==> src/rtl/tensor_core_rf_controller.sv <==
// Command sequencer owning the tensor core register file control pins and start/done handshake.
// Optional compute-cycle counter enabled by defining TC_PERF_COUNTER_EN.
module tensor_core_rf_controller #(
  parameter int NUMBER_OF_REGISTERS = 32,
  parameter int DATA_WIDTH          = 8,
  parameter int COMPUTE_TIMEOUT     = 255,
  parameter int AW                  = $clog2(NUMBER_OF_REGISTERS)
) (
  input  logic                  clock_in,
  input  logic                  reset_n_in,
  input  logic                  cmd_valid_in,
  output logic                  cmd_ready_out,
  input  logic [1:0]            cmd_opcode_in,
  input  logic [AW-1:0]         cmd_base_in,
  input  logic [AW-1:0]         cmd_count_in,
  input  logic                  load_data_valid_in,
  output logic                  load_data_ready_out,
  input  logic [DATA_WIDTH-1:0] load_data_in,
  output logic                  read_data_valid_out,
  input  logic                  read_data_ready_in,
  output logic [DATA_WIDTH-1:0] read_data_out,
  output logic                  rf_non_bulk_write_enable_out,
  output logic [AW-1:0]         rf_non_bulk_write_register_address_out,
  output logic [DATA_WIDTH-1:0] rf_non_bulk_write_data_out,
  output logic [AW-1:0]         rf_non_bulk_read_register_address_out,
  input  logic [DATA_WIDTH-1:0] rf_non_bulk_read_data_in,
  output logic                  rf_bulk_write_enable_out,
  output logic                  rf_reset_out,
  output logic                  tc_start_out,
  input  logic                  tc_done_in,
  output logic                  busy_out,
  output logic                  error_out,
  output logic [15:0]           compute_cycles_out
);
  localparam int TW = $clog2(COMPUTE_TIMEOUT + 1);
  localparam logic [AW:0]   NREG     = (AW+1)'(NUMBER_OF_REGISTERS);
  localparam logic [TW-1:0] TMO_LAST = TW'(COMPUTE_TIMEOUT - 1);

  typedef enum logic [2:0] {S_IDLE, S_LOAD, S_READ, S_TC_START, S_TC_WAIT, S_CLEAR} state_t;
  typedef enum logic [1:0] {OP_LOAD, OP_COMPUTE, OP_READ, OP_CLEAR} op_t;
  typedef struct packed {
    logic [AW-1:0] base;
    logic [AW:0]   len;
  } cmd_t;

  state_t        state;
  cmd_t          cmd_q;
  logic [AW:0]   idx;
  logic [TW-1:0] wait_cnt;
  logic          started_q;
  logic          err_q;

  logic [AW:0]   sum, addr_full, cmd_len;
  logic          cmd_fire, load_fire, read_fire, last_beat, done_fire;

  // Address wraps modulo the file depth, which need not be a power of two.
  assign sum       = {1'b0, cmd_q.base} + idx;
  assign addr_full = (sum >= NREG) ? sum - NREG : sum;
  assign cmd_len   = (cmd_count_in == '0) ? NREG : {1'b0, cmd_count_in};
  assign last_beat = (idx == cmd_q.len - 1'b1);

  assign cmd_ready_out = started_q && (state == S_IDLE);
  assign cmd_fire      = cmd_valid_in && cmd_ready_out;
  assign load_fire     = (state == S_LOAD) && load_data_valid_in;
  assign read_fire     = (state == S_READ) && read_data_ready_in;
  assign done_fire     = (state == S_TC_WAIT) && tc_done_in;

  always_ff @(posedge clock_in or negedge reset_n_in) begin
    if (!reset_n_in) begin
      state     <= S_IDLE;
      cmd_q     <= '0;
      idx       <= '0;
      wait_cnt  <= '0;
      started_q <= 1'b0;
      err_q     <= 1'b0;
    end else begin
      started_q <= 1'b1;
      case (state)
        S_IDLE: if (cmd_fire) begin
          cmd_q.base <= cmd_base_in;
          cmd_q.len  <= cmd_len;
          idx        <= '0;
          case (op_t'(cmd_opcode_in))
            OP_LOAD:    state <= S_LOAD;
            OP_COMPUTE: state <= S_TC_START;
            OP_READ:    state <= S_READ;
            OP_CLEAR:   state <= S_CLEAR;
          endcase
        end
        S_LOAD: if (load_fire) begin
          idx <= idx + 1'b1;
          if (last_beat) state <= S_IDLE;
        end
        S_READ: if (read_fire) begin
          idx <= idx + 1'b1;
          if (last_beat) state <= S_IDLE;
        end
        S_TC_START: begin
          wait_cnt <= '0;
          state    <= S_TC_WAIT;
        end
        S_TC_WAIT: begin
          if (tc_done_in) state <= S_IDLE;
          else if (wait_cnt == TMO_LAST) begin
            err_q <= 1'b1;
            state <= S_IDLE;
          end else wait_cnt <= wait_cnt + 1'b1;
        end
        S_CLEAR: begin
          err_q <= 1'b0;
          state <= S_IDLE;
        end
        default: state <= S_IDLE;
      endcase
    end
  end

  assign load_data_ready_out                    = (state == S_LOAD);
  assign rf_non_bulk_write_enable_out           = load_fire;
  assign rf_non_bulk_write_register_address_out = addr_full[AW-1:0];
  assign rf_non_bulk_write_data_out             = load_fire ? load_data_in : '0;
  assign rf_non_bulk_read_register_address_out  = addr_full[AW-1:0];
  assign read_data_valid_out                    = (state == S_READ);
  assign read_data_out = (state == S_READ) ? rf_non_bulk_read_data_in : '0;
  assign rf_bulk_write_enable_out               = done_fire;
  assign rf_reset_out                           = (state == S_CLEAR);
  assign tc_start_out                           = (state == S_TC_START);
  assign busy_out                               = (state != S_IDLE);
  assign error_out                              = err_q;

`ifdef TC_PERF_COUNTER_EN
  logic [15:0] perf_q;
  logic [16:0] done_cycles;
  // Start-to-done distance includes the done cycle itself.
  assign done_cycles = 17'(wait_cnt) + 17'd1;
  always_ff @(posedge clock_in or negedge reset_n_in) begin
    if (!reset_n_in) perf_q <= '0;
    else if (done_fire) perf_q <= done_cycles[16] ? 16'hFFFF : done_cycles[15:0];
  end
  assign compute_cycles_out = perf_q;
`else
  assign compute_cycles_out = '0;
`endif
endmodule

==> config.mk <==
export PLATFORM = sky130hd
export DESIGN_NAME = tensor_core_rf_controller
export DESIGN_NICKNAME = d
export VERILOG_FILES = /design/src/rtl/tensor_core_rf_controller.sv
export SDC_FILE = /design/constraint.sdc
export NUM_CORES = 1
export LEC_CHECK = 0
export CAP_MARGIN = 25
export CORE_ASPECT_RATIO = 1.75
export CORE_UTILIZATION = 43
export DETAILED_ROUTE_END_ITERATION = 12
export PLACE_DENSITY_LB_ADDON = 0.3
export SETUP_SLACK_MARGIN = 0.15
export SYNTH_ARGS = -nofsm -noshare
export SYNTH_HDL_FRONTEND = slang
export SYNTH_SLANG_ARGS = --single-unit
==> constraint.sdc <==
create_clock -name clock_in -period 2.25 [get_ports clock_in]
set_input_delay 0.45 -clock clock_in [delete_from_list [all_inputs] [get_ports clock_in]]
set_output_delay 0.45 -clock clock_in [all_outputs]
set_load 0.02 [all_outputs]
# Word-level counts from Yosys, hierarchy flattened
# Index checks and enable logic that the tools add are counted.
# classes
muxes	22
reduce_logical	17
magnitude_cmp	1
addsub	5
eq_ne	17
# op_table
op	n
2-to-1 mux 8 bit	4
2-to-1 mux 6 bit	4
2-to-1 mux 3 bit	6
one-hot mux 6 bit (3 select lines)	1
one-hot mux 8 bit (2 select lines)	1
one-hot mux 3 bit (5 select lines)	1
one-hot mux 3 bit (4 select lines)	1
adder 8 x 1 -> 8 bit (second input constant)	1
equality test 8 bit (second input constant)	1
AND reduction 4 bit	2
adder 5 x 6 -> 6 bit	1
adder 6 x 1 -> 6 bit (second input constant)	1
equality test 3 x 2 -> 1 bit (second input constant)	2
equality test 3 bit (second input constant)	2
equality test 6 bit	1
greater-or-equal comparator 6 bit (second input constant)	1
inequality test 2 x 1 -> 1 bit (second input constant)	3
inequality test 2 bit (second input constant)	3
AND reduction 3 bit	2
nonzero test 3 bit	2
subtractor 6 x 1 -> 6 bit (second input constant)	1
logical AND 1 bit	5
zero test 5 bit	1
2-to-1 mux 5 bit	1
11 further kinds	14
# word_totals
elab_cells	69
ff_bits	30
output_inout_bits	51

# Depth between registers and ports, before layout
# Gate-level depths: netlist of run 1.
# depth
depth_word	5
depth_mapped	8
mapped_depth_nobuf	7

# Worst setup path after synthesis of run 1
# Ideal clock, no wire load.
# synth_path
kind	reg-to-output
startpoint	reg idx[0]
endpoint	out rf_non_bulk_write_register_address_out[4]
path_stages_with_launch	9
setup_slack_ns	-0.100
t_arrival_ns	1.900
path_buffers	1
cell_sequence	dfrtp_1 ha_1 inv_1 fa_1 inv_1 a21o_1 a21oi_1 xnor2_1 buf_4
# synth_via
elab_chain_cells	3
elab_cells_between_ends	4
# synth_lines
item	line_no	rtl
start: declaration	48	logic [AW:0] idx;
start signal: assignment	91	idx <= idx + 1'b1;
start signal: assignment	95	idx <= idx + 1'b1;
adder 5 x 6 -> 6 bit (*)	57	assign sum = {1'b0, cmd_q.base} + idx;
subtractor 5 x 1 -> 5 bit or greater-or-equal comparator 6 bit (tied branches)	58	assign addr_full = (sum >= NREG) ? sum - NREG : sum;
2-to-1 mux 5 bit (*)	58	
end: declaration	23	output logic [AW-1:0] rf_non_bulk_write_register_address_out,
# Every way passes the cells marked *; elsewhere a longest branch is shown, timed or not.

# Final worst setup path of run 1
# layout_path
startpoint	reg cmd_q[6] (netlist bit)
endpoint	out rf_non_bulk_read_register_address_out[4]
# layout_via
elab_chain_cells	3
elab_cells_between_ends	4
# layout_lines
item	line_no	rtl
start: declaration	47	cmd_t cmd_q;
adder 5 x 6 -> 6 bit (*)	57	
subtractor 5 x 1 -> 5 bit or greater-or-equal comparator 6 bit (tied branches)	58	
2-to-1 mux 5 bit (*)	58	
end: declaration	25	output logic [AW-1:0] rf_non_bulk_read_register_address_out,
# Marks and branches as above.

==> impl_metrics.json, run 1 <==
{
  "yosysTopAreaCell": "dfrtp_1",
  "hp-start": "cmd_q[9]",
  "async_flop_share_pct": 100,
  "ys_types": 42,
  "io_buffer_count": 68,
  "path_class": "flop to output pin",
  "ant_nets": 0,
  "cts_sinks": 30,
  "synth_top_area_share_pct": 36.3,
  "maxCapViolCount": 0,
  "diodes": 0,
  "synth_simple_gate_area_share_pct": 24.9,
  "via_count": 1907,
  "dr.pass1.iters": 4,
  "required_ns": 1.80,
  "synthesis.instances": 238,
  "synth.area.mux_share_pct": 0,
  "yosys.area_share.adder_pct": 7.02,
  "worstRegToRegCells": 5,
  "numCtsBuffers": 5,
  "whs_path_depth": 2,
  "avgSynthCellArea_um2": 8.69,
  "min_period_over_period_pct": 99.0,
  "hold_viol": 0,
  "drive_above_1_share_pct": 19.9,
  "slew_viol_final": 0,
  "cts_tree": "yes",
  "syn2layout_area_growth_pct": 41.4,
  "p_leak_nw": 1.52,
  "ys_warn_count": 0,
  "detail_route.vias_per_cell": 5.11,
  "start_util_pct": 44.3,
  "setup_violations": 0,
  "totalWireLength_um": 4910,
  "fmax_mhz": 449,
  "gp_congestion": 0.847,
  "finalCriticalPeriod_ns": 2.23,
  "rrSetupSlack_ns": 0.35,
  "startpoint_type": "flop",
  "nNetsFinal": 365,
  "startpoint": "cmd_q[6]",
  "worstPathMaxFanout": 2,
  "hold_path_end": "cmd_q[9]",
  "cp.arrival_ns": 1.78,
  "vdd_drop_max_mv": 0.807,
  "clock_path_buffers": 2,
  "timing.rr.start": "state[0]",
  "critPathCaptureType": "output pin",
  "design_area_um2": 2930,
  "ys.flop_type": "dfrtp_1",
  "fp.dieW_um": 54.4,
  "ys_top_cells_by_area": "dfrtp_1, buf_4, nand2_1",
  "h-tree-depth": 2,
  "timing.rr.end": "idx[3]",
  "syn-cell-area_um2": 2070,
  "max-slew-margin-rel_pct": 64.7,
  "ios": 85,
  "dieArea_um2": 5100,
  "clk_pin_slew_ns": 0.06,
  "grt_start_max_net_pins": 31,
  "skew_ns": 0.00359,
  "p_per_area_nw_per_um2": 1160,
  "synth_edf_count": 0,
  "yosys.area_share.xor_xnor_pct": 7.20,
  "rsz0062_at_grt": "true",
  "grt_overflow": 0,
  "cts_root_buffer": "clkbuf_8",
  "fp.dieH_um": 93.7,
  "synth_top_family_by_area": "simple AND/OR/NAND/NOR gates",
  "first_global_vias": 1851,
  "synth_seq_cells": 30,
  "rows": 33,
  "track_usage_pct": 21.9,
  "final_util_pct": 62.7,
  "hold_path_class": "flop to flop",
  "ys_seq_area_share_pct": 36.3,
  "synth_compound_area_share_pct": 11.7,
  "place_area_um2": 2830,
  "dp_hpwl_um": 3790,
  "routedWlPerCell_um": 13.2,
  "antenna_found_initial": 0,
  "grt_first_pass_wirelength_um": 8090,
  "worstMarginPinSlew_ns": 0.525,
  "cts_hold_buf": 0,
  "post-route-drc-count": 0,
  "drt_iter0_markers": 41,
  "outcome": "finished clean",
  "clk_latency_ns": 0.29,
  "core-area_um2": 4670
}
-- flip-flops by register name, summed over array words and instances (netlist names) --
signal	cells
cmd_q	11
error_out	1
started_q	1
wait_cnt	8
state	3
idx	6
-- critical path: stages, from the launching register on --
cell and delay [ns]:
dfrtp_1 0.36, ha_2 0.19, inv_2 0.04, fa_2 0.35, inv_2 0.05, a21o_1 0.11, a21oi_2 0.06, xnor2_2 0.16
buf_4 0.16
-- layout make-up --
cell class / instances / area [um^2]
Sequential cell: 30 / 753
Fill cell: 425 / 1740
Timing Repair Buffer: 90 / 797
Inverter: 14 / 52.6
Clock inverter: 1 / 5.00
Clock buffer: 7 / 86.3
Tap cell: 52 / 65.1
Multi-Input combinational cell: 179 / 1170
-- placed cells by master (no fill, tap or decap), drive strengths merged, types with 2 or more instances in the layout --
cell,Yosys,routed
clkbuf,6,15
clkdlybuf4s50,0,34
xnor2,11,11
and2,2,2
clkdlybuf4s15,0,3
nor2,9,9
dlymetal6s2s,0,3
a21o,3,3
o21ai,14,14
o31ai,3,3
nand2,34,34
and3,19,19
or3,4,4
ha,10,10
dlygate4sd2,0,12
or4,2,2
nand4,3,3
buf,24,30
o211ai,2,2
dfrtp,30,30
conb,2,17
nor4b,2,2
nor3,4,4
a41oi,2,2
nand3,6,6
nor4,3,3
inv,14,14
xor2,6,6
nor3b,3,3
a21oi,10,10
-- worst max-delay path by stage --
stage	end	slack (ns)	cells past startpoint
3_3_place_gp	rf_non_bulk_read_register_address_out[4]	-0.14	8
6_report	rf_non_bulk_read_register_address_out[4]	0.02	8
4_1_cts	rf_non_bulk_read_register_address_out[4]	-0.01	8
3_5_place_dp	rf_non_bulk_read_register_address_out[4]	-0.19	8
5_1_grt	rf_non_bulk_read_register_address_out[4]	-0.08	8
2_1_floorplan	rf_non_bulk_write_register_address_out[4]	0.07	8
-- routing by layer --
| layer | up-vias | global-route usage (%) | part of all wire [%] |
|---|---|---|---|
| met5 | - | 0 | 0 |
| met4 | 0 | 9.19 | 1.9 |
| met3 | 9 | 4.69 | 3.3 |
| met2 | 37 | 39.6 | 58 |
| met1 | 917 | 22.6 | 36 |
| li1 | 944 | - | - |
-- power breakdown --
part           internal, W  total, W  switching [W]  leakage, nW
Clock             0.000246  0.000456       0.000210       0.0482
Sequential        0.000687  0.000840       0.000153        0.393
Combinational     0.000988   0.00209        0.00110         1.08
Total              0.00192   0.00339        0.00147         1.52
-- through the flow --
step / power [W] / setup slack (ns) / std cells / setup TNS [ns] / hold WS, ns
2_1_floorplan: 0.00217 / 0.0740 / 253 / 0 / 0.154
3_3_place_gp: 0.00285 / -0.142 / 363 / -0.689 / 0.465
3_5_place_dp: 0.00290 / -0.189 / 363 / -1.28 / 0.469
4_1_cts: 0.00329 / -0.0143 / 373 / -0.0282 / 0.486
5_1_grt: 0.00366 / -0.0809 / 373 / -0.161 / 0.524
6_report: 0.00339 / 0.0217 / 373 / 0 / 0.485
-- logic make-up (layout without fill, tap and decap cells) --
group	after synthesis	after routing
simple gates	95	95
buf+inv	44	112
compound gates	39	39
flops	30	30
xor+xnor	17	17
fa+ha+maj	11	11
other cells	2	17
-- cells in the mapped netlist, types with 2 or more instances --
cell      instances
a21o_1            3
a21oi_1          10
a41oi_1           2
and2_1            2
and3_1           19
buf_4            21
buf_6             2
clkbuf_1          6
conb_1            2
dfrtp_1          30
ha_1             10
inv_1            13
nand2_1          34
nand3_1           6
nand4_1           3
nor2_1            8
nor3_1            4
nor3b_1           3
nor4_1            3
o211ai_1          2
o21ai_0          13
o31ai_1           3
or3_1             4
or4_1             2
xnor2_1          11
xor2_1            6
-- timing repair --
item / CTS / global route
buffers inserted: 2 / 0
resized for setup: 77 / 29
gates cloned: 0 / 0
setup endpoints to repair: 32 / 23
pin swaps: 5 / 3
(Power assumes the default switching activity.)
==> run 2: changes to the inputs <==
MAX_ROUTING_LAYER = met4   (was default)
==> run 2 against run 1 <==
Sequential power hardly changed. Combinational power about the same. Critical path type unchanged. Sequential share of layout area stayed put. Clock power about the same. Worst setup slack better by 0.0021 ns. Clock-buffer cell count did not move. First-iteration DRC count down 2.4%. Global-route usage rose by 0.56 points. Routed wire length is 0.18% lower. Largest cell class unchanged. Die area unchanged. Largest power group unchanged.
==> impl_metrics.json, run 2 (synthesis results as in run 1) <==
{
  "min_period_over_period_pct": 98.9,
  "clock_path_buffers": 2,
  "max_stage_delay_ns": 0.36,
  "h-tree-depth": 2,
  "max-slew-margin-rel_pct": 64.7,
  "grt_start_max_net_pins": 31,
  "grt_overflow": 0,
  "fillers": 425,
  "cts_sinks": 30,
  "final_util_pct": 62.7,
  "cp.arrival_ns": 1.78,
  "fmax_mhz": 449,
  "drt_iter0_markers": 40,
  "dieArea_um2": 5100,
  "power_w": 0.00338,
  "ant_nets": 0,
  "required_ns": 1.80,
  "cp.buffers_inverters": 3,
  "cp_cell_sequence": "ha_2 -> inv_2 -> fa_2 -> inv_2 -> a21o_1 -> a21oi_2 -> xnor2_2 -> buf_4",
  "dp_hpwl_um": 3790,
  "via_count": 1908,
  "finalCriticalPeriod_ns": 2.23,
  "skew_ns": 0.00335,
  "hold_viol": 0,
  "io_buffer_count": 68,
  "nNetsFinal": 365,
  "cpMostUsedCell": "inv_2",
  "post-route-drc-count": 0,
  "startpoint_type": "flop",
  "cp_slowest_cell": "dfrtp_1",
  "path_class": "flop to output pin",
  "regMostFlops": "cmd_q",
  "clk_pin_slew_ns": 0.06,
  "gp_congestion": 0.860,
  "outcome": "finished clean",
  "syn2layout_area_growth_pct": 41.4,
  "hold_path_class": "flop to flop",
  "setup_violations": 0,
  "totalWireLength_um": 4900,
  "layout_common_cells": "nand2_1, clkdlybuf4s50_1, dfrtp_1",
  "p_leak_nw": 1.52,
  "core-area_um2": 4670,
  "detail_route.vias_per_cell": 5.12,
  "routedWlPerCell_um": 13.1,
  "drive_above_1_share_pct": 19.9,
  "cts_tree": "yes",
  "reg.largest.list": "cmd_q x11, wait_cnt x8, idx x6",
  "slew_viol_final": 0,
  "critPathCaptureType": "output pin",
  "worstPathMaxFanout": 2,
  "numCtsBuffers": 5,
  "crit_family": "adder cells",
  "rows": 33,
  "p_per_area_nw_per_um2": 1160,
  "clk_latency_ns": 0.29,
  "worstMarginPinSlew_ns": 0.525,
  "first_global_vias": 1851,
  "maxCapViolCount": 0,
  "grt_first_pass_wirelength_um": 8090,
  "start_util_pct": 44.3,
  "largest_reg_flops": 11,
  "cts_hold_buf": 0,
  "track_usage_pct": 22.4,
  "dr.pass1.iters": 4,
  "ios": 85,
  "vdd_drop_max_mv": 0.806,
  "cts_root_buffer": "clkbuf_8",
  "diodes": 0,
  "rsz0062_at_grt": "true",
  "fp.dieH_um": 93.7,
  "antenna_found_initial": 0,
  "fp.dieW_um": 54.4
}
## run 2: area by class of cell
cell class                 count  area (um^2)  area share, %
clock buffer                   7         86.3           2.95
sequential                    30          753           25.7
clock inverter                 1         5.00          0.171
timing repair buffer          90          797           27.2
tap                           52         65.1           2.22
multi-input combinational    179         1170           39.9
inverter                      14         52.6           1.80
## run 2: worst reg2reg max path: stages, from the launching register on
cell and delay (ns):
dfrtp_2 0.47, buf_4 0.18, nand3b_1 0.15, a221o_1 0.43, or3_1 0.37, a21oi_1 0.22
## run 2: per-stage QoR
stage          hold WS, ns  setup TNS (ns)  instance area (um^2)  worst slack (ns)  instances
6_report             0.485               0                  2930            0.0238        373
5_1_grt              0.524          -0.161                  2930           -0.0809        373
4_1_cts              0.486         -0.0282                  2910           -0.0143        373
3_5_place_dp         0.469           -1.28                  2830            -0.189        363
3_3_place_gp         0.465          -0.689                  2830            -0.142        363
2_1_floorplan        0.154               0                  2140            0.0740        253
## run 2: routing by layer
layer	up-vias	global-route usage [%]	part of all wire (%)
li1	945	-	-
met1	916	22.8	37
met2	37	39.6	58
met3	10	4.37	2.9
met4	0	9.19	1.9
met5	-	-	0
## run 2: final timing paths
path / start / endpoint / slack [ns] / cells after the start
setup / recovery: cmd_q[6] / rf_non_bulk_read_register_address_out[4] / 0.02 / 8
hold reg to reg: cmd_q[9] / cmd_q[9] / 0.49 / 2
max in group asynchronous: reset_n_in / state[0] / 1.40 / 2
hold / removal: cmd_q[9] / cmd_q[9] / 0.49 / 2
min in group asynchronous: reset_n_in / error_out / 0.55 / 2
setup reg to reg: state[0] / idx[3] / 0.35 / 5
## run 2: timing repair
item	in CTS	in global routing
endpoints found under the setup margin	32	23
buffers inserted	2	0
pin swaps	5	3
resized for setup	77	29
## run 2: report_power, final
part | switching [W] | internal (W) | total, W
clock network | 0.000207 | 0.000246 | 0.000454
registers | 0.000153 | 0.000687 | 0.000840
logic | 0.00110 | 0.000988 | 0.00209
